<file path="config.mk">
export PLATFORM = sky130hd
export DESIGN_NAME = baccarat_datapath_flat
export DESIGN_NICKNAME = d
export VERILOG_FILES = /design/src/rtl/baccarat_datapath_if.sv /design/src/rtl/baccarat_datapath.sv /design/src/flat_wrapper.sv
export SDC_FILE = /design/constraint.sdc
export NUM_CORES = 1
export LEC_CHECK = 0
export CAP_MARGIN = 20
export CORE_MARGIN = 1.5
export CORE_UTILIZATION = 51
export DETAILED_ROUTE_END_ITERATION = 12
export PLACE_DENSITY = 0.81
export SYNTH_ARGS = -nofsm -noshare
export SYNTH_HDL_FRONTEND = slang
export SYNTH_SLANG_ARGS = --single-unit
</file>
<file path="constraint.sdc">
create_clock -name slow_clock -period 4.6 [get_ports slow_clock]
set_input_delay 0.69 -clock slow_clock [delete_from_list [all_inputs] [get_ports slow_clock]]
set_output_delay 0.69 -clock slow_clock [all_outputs]
set_load 0.02 [all_outputs]
</file>
<file path="src/rtl/baccarat_datapath_if.sv">
// Load strobes from the dealing FSM and the card/score values returned to it.
interface baccarat_datapath_if;
  logic       load_pcard1, load_pcard2, load_pcard3;
  logic       load_dcard1, load_dcard2, load_dcard3;
  logic [3:0] new_card;
  logic [3:0] pcard1_rank, pcard2_rank, pcard3_rank;
  logic [3:0] dcard1_rank, dcard2_rank, dcard3_rank;
  logic [3:0] pscore, dscore, pcard3;
  logic [2:0] cards_dealt;
  logic       deal_error;

  modport master (
    output load_pcard1, load_pcard2, load_pcard3, load_dcard1, load_dcard2, load_dcard3,
    input  new_card, pcard1_rank, pcard2_rank, pcard3_rank,
    input  dcard1_rank, dcard2_rank, dcard3_rank, pscore, dscore, pcard3,
    input  cards_dealt, deal_error
  );

  modport slave (
    input  load_pcard1, load_pcard2, load_pcard3, load_dcard1, load_dcard2, load_dcard3,
    output new_card, pcard1_rank, pcard2_rank, pcard3_rank,
    output dcard1_rank, dcard2_rank, dcard3_rank, pscore, dscore, pcard3,
    output cards_dealt, deal_error
  );
endinterface

</file>
<file path="src/rtl/baccarat_datapath.sv">
// Baccarat card datapath: free-running shoe counter, six card registers and
// combinational hand scores for the dealing FSM.
module baccarat_datapath #(
  parameter int unsigned START_RANK = 1
) (
  input logic                 slow_clock,
  input logic                 reset,
  baccarat_datapath_if.slave  dp
);

  localparam logic [3:0] StartRank = 4'(START_RANK);

  // Index 0..2 are player cards 1..3, 3..5 are dealer cards 1..3.
  logic [3:0] card_q [6];
  logic [3:0] new_card_q;
  logic [2:0] cards_dealt_q, cards_dealt_d;
  logic       deal_error_q;
  logic [5:0] load;
  logic [5:0] occupied;
  logic [3:0] num_loads;
  logic [3:0] dealt_sum;

  function automatic logic [3:0] card_value(input logic [3:0] rank);
    return (rank <= 4'd9) ? rank : 4'd0;
  endfunction

  // Sum is at most 27, so two compare/subtract steps cover mod 10.
  function automatic logic [3:0] mod10(input logic [4:0] s);
    logic [4:0] r;
    if (s >= 5'd20)      r = s - 5'd20;
    else if (s >= 5'd10) r = s - 5'd10;
    else                 r = s;
    return r[3:0];
  endfunction

  assign load = {dp.load_dcard3, dp.load_dcard2, dp.load_dcard1,
                 dp.load_pcard3, dp.load_pcard2, dp.load_pcard1};

  always_comb begin
    num_loads = 4'd0;
    occupied  = '0;
    for (int i = 0; i < 6; i++) begin
      num_loads   = num_loads + {3'd0, load[i]};
      occupied[i] = (card_q[i] != 4'd0);
    end
    dealt_sum     = {1'b0, cards_dealt_q} + num_loads;
    cards_dealt_d = (dealt_sum > 4'd6) ? 3'd6 : dealt_sum[2:0];
  end

  always_ff @(posedge slow_clock or posedge reset) begin
    if (reset) begin
      new_card_q    <= StartRank;
      cards_dealt_q <= 3'd0;
      deal_error_q  <= 1'b0;
      for (int i = 0; i < 6; i++) card_q[i] <= 4'd0;
    end else begin
      new_card_q    <= (new_card_q == 4'd13) ? 4'd1 : new_card_q + 4'd1;
      cards_dealt_q <= cards_dealt_d;
      if (|(load & occupied)) deal_error_q <= 1'b1;
      for (int i = 0; i < 6; i++) begin
        if (load[i]) card_q[i] <= new_card_q;
      end
    end
  end

  assign dp.new_card    = new_card_q;
  assign dp.pcard1_rank = card_q[0];
  assign dp.pcard2_rank = card_q[1];
  assign dp.pcard3_rank = card_q[2];
  assign dp.dcard1_rank = card_q[3];
  assign dp.dcard2_rank = card_q[4];
  assign dp.dcard3_rank = card_q[5];
  assign dp.pcard3      = card_value(card_q[2]);
  assign dp.pscore      = mod10(5'(card_value(card_q[0])) + 5'(card_value(card_q[1]))
                                + 5'(card_value(card_q[2])));
  assign dp.dscore      = mod10(5'(card_value(card_q[3])) + 5'(card_value(card_q[4]))
                                + 5'(card_value(card_q[5])));
  assign dp.cards_dealt = cards_dealt_q;
  assign dp.deal_error  = deal_error_q;

endmodule

</file>
<file path="src/flat_wrapper.sv">
// flat-port wrapper written by rule: the top's interface ports become plain ports
module baccarat_datapath_flat 
#(
  parameter int unsigned START_RANK = 1
)
  (slow_clock, reset, dp_load_pcard1, dp_load_pcard2, dp_load_pcard3, dp_load_dcard1, dp_load_dcard2, dp_load_dcard3, dp_new_card, dp_pcard1_rank, dp_pcard2_rank, dp_pcard3_rank, dp_dcard1_rank, dp_dcard2_rank, dp_dcard3_rank, dp_pscore, dp_dscore, dp_pcard3, dp_cards_dealt, dp_deal_error);
  baccarat_datapath_if dp_i ();
  input logic slow_clock;
  input logic reset;
  input wire logic [$bits(dp_i.load_pcard1)-1:0] dp_load_pcard1;
  input wire logic [$bits(dp_i.load_pcard2)-1:0] dp_load_pcard2;
  input wire logic [$bits(dp_i.load_pcard3)-1:0] dp_load_pcard3;
  input wire logic [$bits(dp_i.load_dcard1)-1:0] dp_load_dcard1;
  input wire logic [$bits(dp_i.load_dcard2)-1:0] dp_load_dcard2;
  input wire logic [$bits(dp_i.load_dcard3)-1:0] dp_load_dcard3;
  output wire logic [$bits(dp_i.new_card)-1:0] dp_new_card;
  output wire logic [$bits(dp_i.pcard1_rank)-1:0] dp_pcard1_rank;
  output wire logic [$bits(dp_i.pcard2_rank)-1:0] dp_pcard2_rank;
  output wire logic [$bits(dp_i.pcard3_rank)-1:0] dp_pcard3_rank;
  output wire logic [$bits(dp_i.dcard1_rank)-1:0] dp_dcard1_rank;
  output wire logic [$bits(dp_i.dcard2_rank)-1:0] dp_dcard2_rank;
  output wire logic [$bits(dp_i.dcard3_rank)-1:0] dp_dcard3_rank;
  output wire logic [$bits(dp_i.pscore)-1:0] dp_pscore;
  output wire logic [$bits(dp_i.dscore)-1:0] dp_dscore;
  output wire logic [$bits(dp_i.pcard3)-1:0] dp_pcard3;
  output wire logic [$bits(dp_i.cards_dealt)-1:0] dp_cards_dealt;
  output wire logic [$bits(dp_i.deal_error)-1:0] dp_deal_error;
  assign dp_i.load_pcard1 = dp_load_pcard1;
  assign dp_i.load_pcard2 = dp_load_pcard2;
  assign dp_i.load_pcard3 = dp_load_pcard3;
  assign dp_i.load_dcard1 = dp_load_dcard1;
  assign dp_i.load_dcard2 = dp_load_dcard2;
  assign dp_i.load_dcard3 = dp_load_dcard3;
  assign dp_new_card = dp_i.new_card;
  assign dp_pcard1_rank = dp_i.pcard1_rank;
  assign dp_pcard2_rank = dp_i.pcard2_rank;
  assign dp_pcard3_rank = dp_i.pcard3_rank;
  assign dp_dcard1_rank = dp_i.dcard1_rank;
  assign dp_dcard2_rank = dp_i.dcard2_rank;
  assign dp_dcard3_rank = dp_i.dcard3_rank;
  assign dp_pscore = dp_i.pscore;
  assign dp_dscore = dp_i.dscore;
  assign dp_pcard3 = dp_i.pcard3;
  assign dp_cards_dealt = dp_i.cards_dealt;
  assign dp_deal_error = dp_i.deal_error;
  baccarat_datapath #(.START_RANK(START_RANK)) u_core (.slow_clock(slow_clock), .reset(reset), .dp(dp_i));
endmodule
</file>
==> results of run 1 <==
-- layer usage --
metal | routed length (µm) | vias up | track usage [%]
li1 | - | 846 | -
met2 | 2280 | 28 | 30.1
met1 | 2320 | 831 | 28.7
met5 | 0 | - | 0
met3 | 168 | 10 | 4.99
met4 | 77 | 0 | 5.66
-- stage by stage --
step,setup slack (ns),instances,hold slack [ns]
floorplan,0.582,214,0.592
global placement,0.369,314,0.552
detailed placement,0.298,314,0.552
CTS,0.0575,322,0.568
global route,0.0187,322,0.595
finish,0.209,322,0.566
-- kinds of logic after synthesis --
| kind of cell | Yosys count | share of synthesized area [%] |
|---|---|---|
| AO/OA/AOI/OAI | 35 | 9.52 |
| XOR/XNOR | 8 | 3.64 |
| adder cells (fa/ha/maj) | 32 | 21.3 |
| buffers and inverters | 30 | 4.81 |
| flip-flops | 32 | 34.3 |
| multiplexers | 28 | 13.7 |
| AND/OR/NAND/NOR | 49 | 12.8 |
-- registers in the layout, indices dropped and copies added, names as in the netlist --
signal,flops
u_core.dp.pcard2_rank,4
u_core.dp.cards_dealt,3
u_core.dp.dcard2_rank,4
u_core.dp.pcard1_rank,4
u_core.dp.deal_error,1
u_core.dp.dcard1_rank,4
u_core.dp.new_card,4
u_core.dp.dcard3_rank,4
u_core.dp.pcard3_rank,4
-- worst register-to-register path: stages (launching register included) --
cell,delay (ns)
sky130_fd_sc_hd__dfrtp_1,0.36
sky130_fd_sc_hd__inv_1,0.07
sky130_fd_sc_hd__fa_1,0.54
sky130_fd_sc_hd__inv_1,0.05
sky130_fd_sc_hd__ha_1,0.21
sky130_fd_sc_hd__fa_1,0.43
sky130_fd_sc_hd__xor2_1,0.20
sky130_fd_sc_hd__nand2_1,0.07
sky130_fd_sc_hd__and3_1,0.17
-- cells in the final DEF (no fill, tap or decap), types with 4 or more instances in the layout --
| cell | n |
|---|---|
| sky130_fd_sc_hd__fa_1 | 13 |
| sky130_fd_sc_hd__dfrtp_1 | 31 |
| sky130_fd_sc_hd__nand2b_1 | 14 |
| sky130_fd_sc_hd__clkdlybuf4s50_1 | 47 |
| sky130_fd_sc_hd__mux2_2 | 24 |
| sky130_fd_sc_hd__nand2_1 | 6 |
| sky130_fd_sc_hd__xnor2_2 | 4 |
| sky130_fd_sc_hd__nor3b_1 | 8 |
| sky130_fd_sc_hd__and2_1 | 6 |
| sky130_fd_sc_hd__ha_1 | 19 |
| sky130_fd_sc_hd__inv_1 | 26 |
| sky130_fd_sc_hd__o21ai_0 | 17 |
| sky130_fd_sc_hd__o41ai_1 | 6 |
| sky130_fd_sc_hd__clkbuf_8 | 5 |
-- layout make-up --
class / instances / area, µm²
Clock buffer: 6 / 72.6
Tap cell: 52 / 65.1
Timing Repair Buffer: 52 / 520
Inverter: 26 / 97.6
Sequential cell: 32 / 802
Multi-Input combinational cell: 152 / 1440
Fill cell: 335 / 1350
Clock inverter: 2 / 35.0
-- power breakdown --
| group | total (mW) | switching [mW] | internal (mW) | leakage (nW) |
|---|---|---|---|---|
| Sequential | 0.331 | 0.0237 | 0.307 | 0.369 |
| Combinational | 0.555 | 0.287 | 0.267 | 0.997 |
| Clock | 0.262 | 0.101 | 0.161 | 0.0552 |
-- path summary, 6_finish.rpt --
path / startpoint / end
worst max-delay path: u_core.dp.pcard3_rank[3] / dp_pscore[3]
worst min-delay path: u_core.dp.dcard3_rank[0] / u_core.dp.dcard3_rank[0]
worst max register to register: u_core.dp.cards_dealt[0] / u_core.dp.cards_dealt[0]
worst min register to register: u_core.dp.dcard3_rank[0] / u_core.dp.dcard3_rank[0]
max in group asynchronous: reset / u_core.dp.new_card[0]
min in group asynchronous: reset / u_core.dp.pcard3_rank[2]
-- what timing repair did --
action                                  4_1_cts  5_1_grt
endpoints found under the setup margin        2        4
resized for setup                             2        4
cloned                                        0        0
pin swaps                                     0        0
==> results.md, run 1 <==
* Post-layout instance area at 3030 µm²
* Library cell with the highest instance count after synthesis: sky130_fd_sc_hd__dfrtp_1
* Async set-reset flop share out of synthesis at 100%
* Share of layout cells above drive strength 1 at 15.2%
* Top cells by area in the synthesized netlist: sky130_fd_sc_hd__dfrtp_1 33%, sky130_fd_sc_hd__mux2_2 12%, sky130_fd_sc_hd__fa_1 11%
* Postcts setup bufs at 0
* First-pass GRT wire length at 7910 µm
* Endpoint type of the worst setup path: output pin
* Inserted Clock Buffers at 5
* Number of max-slew violations in the final report at 0
* Total negative setup slack at 0 ns
* Clock slew at the register clock pins of the worst setup and hold paths at 0.06 ns
* Mapped Nets at 254
* Detailed Place HPWL at 3720 µm
* Number of cells traversed by the worst hold path at 1
* Warnings, synthesis at 0
* Wirelength per Cell at 15.1 µm
* CTS Sinks at 32
* Cts-stage hold buffer count at 0
* Worst Path Required at 3.91 ns
* WP depth at 11
* Detailed Route Iter0 Violations at 60
* Overall Power at 1.15 mW
* Post-synth EDFFs at 0
* DR DRC count at 0
* Final-stage net count at 309
* Die footprint at 5000 µm²
* Antenna violations before repair at 0
* Unrepaired setup endpoints after global routing: no
* Power density over the cells at 378 nW/µm²
* Fin crit share at 95.5%
* Vias at 1715
* Largest net degree at the start of global routing at 33
* Startpoint class of the critical path: register
* Library cell occupying the most area in the post-synthesis netlist: sky130_fd_sc_hd__dfrtp_1
* CP Cell Sequence: nand2b_1 > fa_1 > inv_1 > ha_1 > fa_1 > xnor2_2 > inv_1 > ha_1 > and3_1 > a211o_1 > clkdlybuf4s50_1
* TritonCTS clock tree: done
* R2R setup slack at 2.39 ns
* Largest fanout of any net on the critical path at 7
* Slew of the pin with the lowest slew margin at 0.404 ns
* Category of cells accounting for the largest share of critical-path delay: adder cells
* I/O pins at 52
* Wirelength, routed at 4850 µm
* Most common library cells after synthesis: 31 x sky130_fd_sc_hd__dfrtp_1, 26 x sky130_fd_sc_hd__inv_1, 24 x sky130_fd_sc_hd__mux2_2, 19 x sky130_fd_sc_hd__ha_1, 17 x sky130_fd_sc_hd__o21ai_0
* Number of search-and-repair iterations in the first detailed-routing pass at 4
* Run status: complete, no violations
* Flops & latches, synth at 32
* Clock Skew at 0.00628 ns
* Effective utilization at floorplan at 53.4%
* Post-DRT Antenna Nets at 0
* Worst slew margin at 73.0%
* Crit path kind: reg -> out
* Via count of the first global-routing pass at 1686
* Final hold violation count at 0
* Area added between synthesis and finish at 29.6%
* Cell type of the slowest stage on the worst timing path: sky130_fd_sc_hd__fa_1
* Post-detailed-route via-to-cell ratio at 5.33
* Share of synthesized area occupied by flip-flops and latches at 34.3%
* # port buffers at 51
* Critical path buffer and inverter count at 3
* Static leakage at 1.42 nW
* Final number of setup-violating endpoints at 0
* Syn Area/Cell at 10.9 µm²
* Max_cap viols at 0
* Total inserted antenna cells at 0
* Worst Path Arrival at 3.70 ns
* Total placed instance area at 2910 µm²
* Number of instances in the synthesized netlist at 214
* Overall Global Routing Usage at 19.9%
* Insertion delay of the later-clocked pin in the worst-skew pair at 0.28 ns
* Routability congestion estimate at 0.840
* R2R depth at 8
* Horizontal extent of the die at 70.7 µm
* Share of the core filled with cells at 69.2%
* Area share of the leading cell type in the synthesized netlist at 33.2%
* Number of distinct library cells after synthesis at 30
* Main synth FF type: sky130_fd_sc_hd__dfrtp_1
* Total congestion overflow at 0
* IR drop worst, VDD at 0.391 mV
* Largest stage delay on the critical path at 0.54 ns
* Maximum achievable frequency at 228 MHz
* Die Ht at 70.7 µm
* Core area at 4380 µm²
* Number of buffers on the longest clock path at 2
* Shortest period the worst path allows at 4.39 ns
* Hold WC Path Type: reg -> reg
* Library cell used as clock root buffer: sky130_fd_sc_hd__clkbuf_8
* Standard-cell row count at 24
* Number of levels the H-tree was split into at 2
* Post-synthesis cell area at 2340 µm²
(Power assumes the default switching activity.)
==> inputs of run 2 (changes only) <==
--- a/config.mk
+++ b/config.mk
@@ -6,6 +6,7 @@
 export NUM_CORES = 1
 export LEC_CHECK = 0
 export CAP_MARGIN = 20
+export CORE_ASPECT_RATIO = 1.25
 export CORE_MARGIN = 1.5
 export CORE_UTILIZATION = 51
 export DETAILED_ROUTE_END_ITERATION = 12
==> run 2 against run 1 <==
Global-route usage rose by 1.2 points. Combinational power decreased by 0.7%. Register-to-register slack better by 0.02 ns.
==> results.md, run 2 (synthesized netlist as in run 1, its figures left out) <==
* Shortest period the worst path allows at 4.36 ns (-0.0338 ns)
* Standard-cell row count at 27 (+13%)
* Vias at 1761 (+2.7%)
* Core area at 4390 µm² (+0.17%)
* Cts-stage hold buffer count at 0 (unchanged)
* Total congestion overflow at 0 (unchanged)
* Wirelength per Cell at 14.9 µm (-0.92%)
* Post-DRT Antenna Nets at 0 (unchanged)
* Insertion delay of the later-clocked pin in the worst-skew pair at 0.29 ns (about the same)
* Hold WC Path Type: reg -> reg
* Number of cells traversed by the worst hold path at 1 (unchanged)
* Final hold violation count at 0 (unchanged)
* Detailed Place HPWL at 3760 µm (+1.1%)
* Max_cap viols at 0 (unchanged)
* Run status: complete, no violations
* Die Ht at 78.7 µm (+11%)
* Via count of the first global-routing pass at 1762 (+4.5%)
* Area added between synthesis and finish at 29.4%
* Worst Path Required at 3.91 ns (about the same)
* Worst slew margin at 69.4% (-3.6 points)
* Final-stage net count at 309 (unchanged)
* Share of layout cells above drive strength 1 at 15.6% (+0.37 points)
* Crit path kind: reg -> out
* Post-detailed-route via-to-cell ratio at 5.37 (+0.80%)
* DR DRC count at 0 (unchanged)
* Total inserted antenna cells at 0 (unchanged)
* Number of search-and-repair iterations in the first detailed-routing pass at 4 (unchanged)
* Share of the core filled with cells at 68.9% (-0.23 points)
* Unrepaired setup endpoints after global routing: no
* Number of levels the H-tree was split into at 2 (unchanged)
* Most common cell after layout, fill and taps aside: sky130_fd_sc_hd__clkdlybuf4s50_1
* Clock slew at the register clock pins of the worst setup and hold paths at 0.07 ns (about the same)
* Total negative setup slack at 0 ns (unchanged)
* TritonCTS clock tree: done
* Largest fanout of any net on the critical path at 7 (unchanged)
* I/O pins at 52 (unchanged)
* Maximum achievable frequency at 229 MHz (+0.78%)
* Count of non-filler cells in the finished layout at 328 (+1.9%)
* Post-cts resize count at 0 (-2)
* # port buffers at 51 (unchanged)
* Startpoint class of the critical path: register
* Endpoint type of the worst setup path: output pin
* Fin crit share at 94.7% (-0.74 points)
* CTS Sinks at 32 (unchanged)
* Routability congestion estimate at 0.808 (-3.9%)
* Horizontal extent of the die at 63.6 µm (-10%)
* Detailed Route Iter0 Violations at 33 (-45%)
* Static leakage at 1.43 nW (+0.60%)
* Slew of the pin with the lowest slew margin at 0.458 ns (+0.0532 ns)
* First-pass GRT wire length at 8200 µm (+3.6%)
* Placed Instances at 320 (+1.9%)
* Number of max-slew violations in the final report at 0 (unchanged)
* Die footprint at 5010 µm² (about the same)
* Postcts setup bufs at 0 (unchanged)
* Largest net degree at the start of global routing at 33 (unchanged)
* Library cell used as clock root buffer: sky130_fd_sc_hd__clkbuf_8
* Power density over the cells at 361 nW/µm² (-4.5%)
* Most frequent cells in the layout: 47 x sky130_fd_sc_hd__clkdlybuf4s50_1, 31 x sky130_fd_sc_hd__dfrtp_1, 26 x sky130_fd_sc_hd__inv_1
* Worst Path Arrival at 3.67 ns (-0.03 ns)
* IR drop worst, VDD at 0.288 mV (-26%)
* Effective utilization at floorplan at 53.3% (-0.091 points)
* Final number of setup-violating endpoints at 0 (unchanged)
* Inserted Clock Buffers at 5 (unchanged)
* R2R depth at 8 (unchanged)
* Clock Skew at 0.00239 ns (-0.00389 ns)
* Wirelength, routed at 4890 µm (+0.93%)
* Number of buffers on the longest clock path at 2 (unchanged)
* Overall Global Routing Usage at 21.1% (+1.2 points)
* Antenna violations before repair at 0 (unchanged)
==> run 2: final timing paths <==
path	start	end	slack, ns
max	u_core.dp.pcard3_rank[3]	dp_pscore[3]	0.24
min	u_core.dp.dcard3_rank[0]	u_core.dp.dcard3_rank[0]	0.58
max reg2reg	u_core.dp.cards_dealt[0]	u_core.dp.cards_dealt[0]	2.41
min reg2reg	u_core.dp.dcard3_rank[0]	u_core.dp.dcard3_rank[0]	0.58
max in group asynchronous	reset	u_core.dp.new_card[0]	3.48
min in group asynchronous	reset	u_core.dp.new_card[1]	0.80
==> run 2: per-stage QoR <==
stage / hold slack, ns / worst slack (ns) / instance area (µm²) / total power, mW
6_report: 0.576 / 0.243 / 3030 / 1.09
5_1_grt: 0.595 / 0.0719 / 3030 / 1.17
4_1_cts: 0.578 / 0.0136 / 3000 / 1.11
3_5_place_dp: 0.561 / 0.344 / 2920 / 0.887
3_3_place_gp: 0.553 / 0.382 / 2920 / 0.875
2_1_floorplan: 0.592 / 0.582 / 2340 / 0.700
==> run 2: worst max-delay path, stage by stage, from the launching register on <==
cell and delay [ns]:
sky130_fd_sc_hd__dfrtp_1 0.42, sky130_fd_sc_hd__nand2b_1 0.20, sky130_fd_sc_hd__fa_1 0.55, sky130_fd_sc_hd__inv_1 0.04, sky130_fd_sc_hd__ha_1 0.21, sky130_fd_sc_hd__fa_1 0.41, sky130_fd_sc_hd__xnor2_2 0.25, sky130_fd_sc_hd__inv_1 0.09
sky130_fd_sc_hd__ha_1 0.27, sky130_fd_sc_hd__and3_1 0.14, sky130_fd_sc_hd__a211o_1 0.25, sky130_fd_sc_hd__clkdlybuf4s50_1 0.53
==> run 2: cell type report <==
type                            instances  area, µm²
Multi-Input combinational cell        152       1440
Clock inverter                          3       18.8
Tap cell                               58       72.6
Clock buffer                            5       68.8
Inverter                               26       97.6
Timing Repair Buffer                   52        528
Sequential cell                        32        802
Fill cell                             363       1360
==> run 2: layer usage <==
layer,track usage (%),share of wire [%],up-vias
met3,4.53,2.9,7
li1,-,-,850
met1,24.2,43,872
met2,38.4,52,32
met5,0,0,-
met4,7.83,1.9,0
==> run 2: report_power, final <==
part,total [mW],internal (mW),leakage (nW),switching (mW)
registers,0.332,0.307,0.369,0.0245
clock network,0.212,0.105,0.0479,0.107
logic,0.551,0.273,1.01,0.278
total,1.09,0.685,1.43,0.410
==> inputs of run 3 (changes only) <==
==> constraint.sdc (replaced) <==
create_clock -name slow_clock -period 4.6 [get_ports slow_clock]
set_input_delay 0.69 -clock slow_clock [delete_from_list [all_inputs] [get_ports slow_clock]]
set_output_delay 0.69 -clock slow_clock [all_outputs]
set_load 0.1 [all_outputs]
==> run 3 against run 2 <==
Die area unchanged. Via count shrank 0.85%. Cell count unchanged. Register-to-register slack better by 0.02 ns. Clock power is 6% higher. Count of clock-buffer cells in the layout rose by 2. Power rose by 45%. Sequential power barely moved. Sequential cell count is the same. Maximum frequency is 1.9% higher. Worst setup slack gained 0.081 ns.
==> results.md, run 3 (synthesized netlist as in run 1, its figures left out) <==
* Run status: complete, no violations
* Worst Path Arrival at 3.59 ns (-0.08 ns)
* Number of search-and-repair iterations in the first detailed-routing pass at 6 (+2)
* Shortest period the worst path allows at 4.28 ns (-0.0809 ns)
* Post-cts resize count at 0 (unchanged)
* Worst slack at placement at 0.641 ns (+0.297 ns)
* Post-layout instance area at 3130 µm² (+3.3%)
* Wirelength, routed at 4890 µm (unchanged)
* Antenna violations before repair at 0 (unchanged)
* Share of layout cells above drive strength 1 at 20.0% (+4.4 points)
* Inserted Clock Buffers at 5 (unchanged)
* Maximum achievable frequency at 234 MHz (+1.9%)
* Power density over the cells at 507 nW/µm² (+40%)
* Wirelength per Cell at 14.9 µm (unchanged)
* Static leakage at 1.42 nW (-0.54%)
* Final setup margin at 0.323 ns (+0.0809 ns)
* Final hold violation count at 0 (unchanged)
* CTS Sinks at 32 (unchanged)
* Most common cell after layout, fill and taps aside: sky130_fd_sc_hd__clkdlybuf4s50_1
* IR drop worst, VDD at 0.361 mV (+26%)
* Total placed instance area at 3030 µm² (+4.1%)
* Footprint of the multi-input gates at 1500 µm² (+4.3%)
* Insertion delay of the later-clocked pin in the worst-skew pair at 0.28 ns (about the same)
* # port buffers at 51 (unchanged)
* Library cell used as clock root buffer: sky130_fd_sc_hd__clkbuf_8
* Routability congestion estimate at 0.802 (-0.73%)
* Post-DRT Antenna Nets at 0 (unchanged)
* Area of all sequential standard cells at 808 µm² (+0.78%)
* Count of non-filler cells in the finished layout at 328 (unchanged)
* Worst Path Required at 3.91 ns (about the same)
* Vias at 1746 (-0.85%)
* Crit path kind: reg -> out
* First-pass GRT wire length at 8410 µm (+2.6%)
* Startpoint class of the critical path: register
* Die footprint at 5010 µm² (unchanged)
* Core area at 4390 µm² (unchanged)
* Largest fanout of any net on the critical path at 7 (unchanged)
* Largest net degree at the start of global routing at 33 (unchanged)
* Share of the core filled with cells at 71.2% (+2.3 points)
* R2R setup slack at 2.43 ns (+0.02 ns)
* Number of levels the H-tree was split into at 2 (unchanged)
* Most frequent cells in the layout: 45 x sky130_fd_sc_hd__clkdlybuf4s50_1, 28 x sky130_fd_sc_hd__dfrtp_1, 26 x sky130_fd_sc_hd__inv_1
* Post-detailed-route via-to-cell ratio at 5.32 (-0.85%)
* Number of buffers on the longest clock path at 2 (unchanged)
* Die Ht at 78.7 µm (unchanged)
* DR DRC count at 0 (unchanged)
* Placed Instances at 320 (unchanged)
* Area added between synthesis and finish at 33.7%
* Overall Global Routing Usage at 21.7% (+0.52 points)
* Total inserted antenna cells at 0 (unchanged)
* TritonCTS clock tree: done
* Clock slew at the register clock pins of the worst setup and hold paths at 0.06 ns (about the same)
* Slew of the pin with the lowest slew margin at 0.986 ns (+0.529 ns)
* Cts-stage hold buffer count at 0 (unchanged)
* Endpoint type of the worst setup path: output pin
* Hold WC Path Type: reg -> reg
* Total congestion overflow at 0 (unchanged)
* Worst slew margin at 34.0% (-35 points)
* Final number of setup-violating endpoints at 0 (unchanged)
* Max_cap viols at 0 (unchanged)
* Postcts setup bufs at 0 (unchanged)
* Horizontal extent of the die at 63.6 µm (unchanged)
* Detailed Route Iter0 Violations at 44 (+33%)
* Clock Skew at 0.00271 ns (+0.000315 ns)
* Number of max-slew violations in the final report at 0 (unchanged)
* Fin crit share at 93.0% (-1.8 points)
* I/O pins at 52 (unchanged)
* Standard-cell row count at 27 (unchanged)
* Total of fill cells in the finished design at 325 (-10%)
* Detailed Place HPWL at 3880 µm (+3.0%)
* Via count of the first global-routing pass at 1812 (+2.8%)
* Final-stage net count at 309 (unchanged)
* Effective utilization at floorplan at 53.3% (unchanged)
* Unrepaired setup endpoints after global routing: no
==> run 3: path summary, 6_finish.rpt <==
path                                          start  cells past startpoint                        to
max in group asynchronous                     reset                      3  u_core.dp.pcard3_rank[3]
min reg2reg                u_core.dp.pcard3_rank[0]                      1  u_core.dp.pcard3_rank[0]
max reg2reg                u_core.dp.cards_dealt[0]                      8  u_core.dp.cards_dealt[0]
min in group asynchronous                     reset                      3  u_core.dp.dcard2_rank[2]
min                        u_core.dp.pcard3_rank[0]                      1  u_core.dp.pcard3_rank[0]
max                        u_core.dp.pcard3_rank[3]                     13              dp_pscore[2]
==> run 3: area by class of cell <==
class | instances | share of cell area (%)
flip-flops and latches | 32 | 25.8
clock inverters | 1 | 0.240
multi-input cells | 152 | 48.0
clock buffers | 7 | 2.76
well taps | 58 | 2.32
inverters | 26 | 3.12
repair buffers | 52 | 17.7
==> run 3: where the power goes <==
group	switching [mW]	internal, mW	total (mW)
Sequential	0.0245	0.308	0.332
Combinational	0.685	0.346	1.03
Clock	0.103	0.121	0.225
==> run 3: worst max-delay path, stage by stage (launching register included) <==
cell,delay [ns]
sky130_fd_sc_hd__dfrtp_4,0.50
sky130_fd_sc_hd__nand2b_1,0.19
sky130_fd_sc_hd__fa_1,0.54
sky130_fd_sc_hd__inv_1,0.05
sky130_fd_sc_hd__ha_1,0.22
sky130_fd_sc_hd__fa_1,0.39
sky130_fd_sc_hd__xnor2_1,0.30
sky130_fd_sc_hd__inv_1,0.10
sky130_fd_sc_hd__ha_1,0.19
sky130_fd_sc_hd__nand3b_1,0.09
sky130_fd_sc_hd__o21ai_0,0.10
sky130_fd_sc_hd__o21ai_0,0.31
sky130_fd_sc_hd__o22ai_4,0.12
sky130_fd_sc_hd__buf_12,0.19
==> run 3: per-layer routing <==
metal  vias up  wire length (µm)  track usage, %
li1        851                 -               -
met5         -                 0               0
met3         9               167            4.53
met1       851              2050            25.6
met2        35              2580            37.7
met4         0                91            9.78
==> run 3: through the flow <==
step	TNS [ns]	power, mW	hold WS, ns
4_1_cts	0	1.60	0.572
5_1_grt	0	1.67	0.601
2_1_floorplan	-0.0629	1.12	0.790
3_5_place_dp	0	1.37	0.558
3_3_place_gp	0	1.35	0.546
6_report	0	1.59	0.561
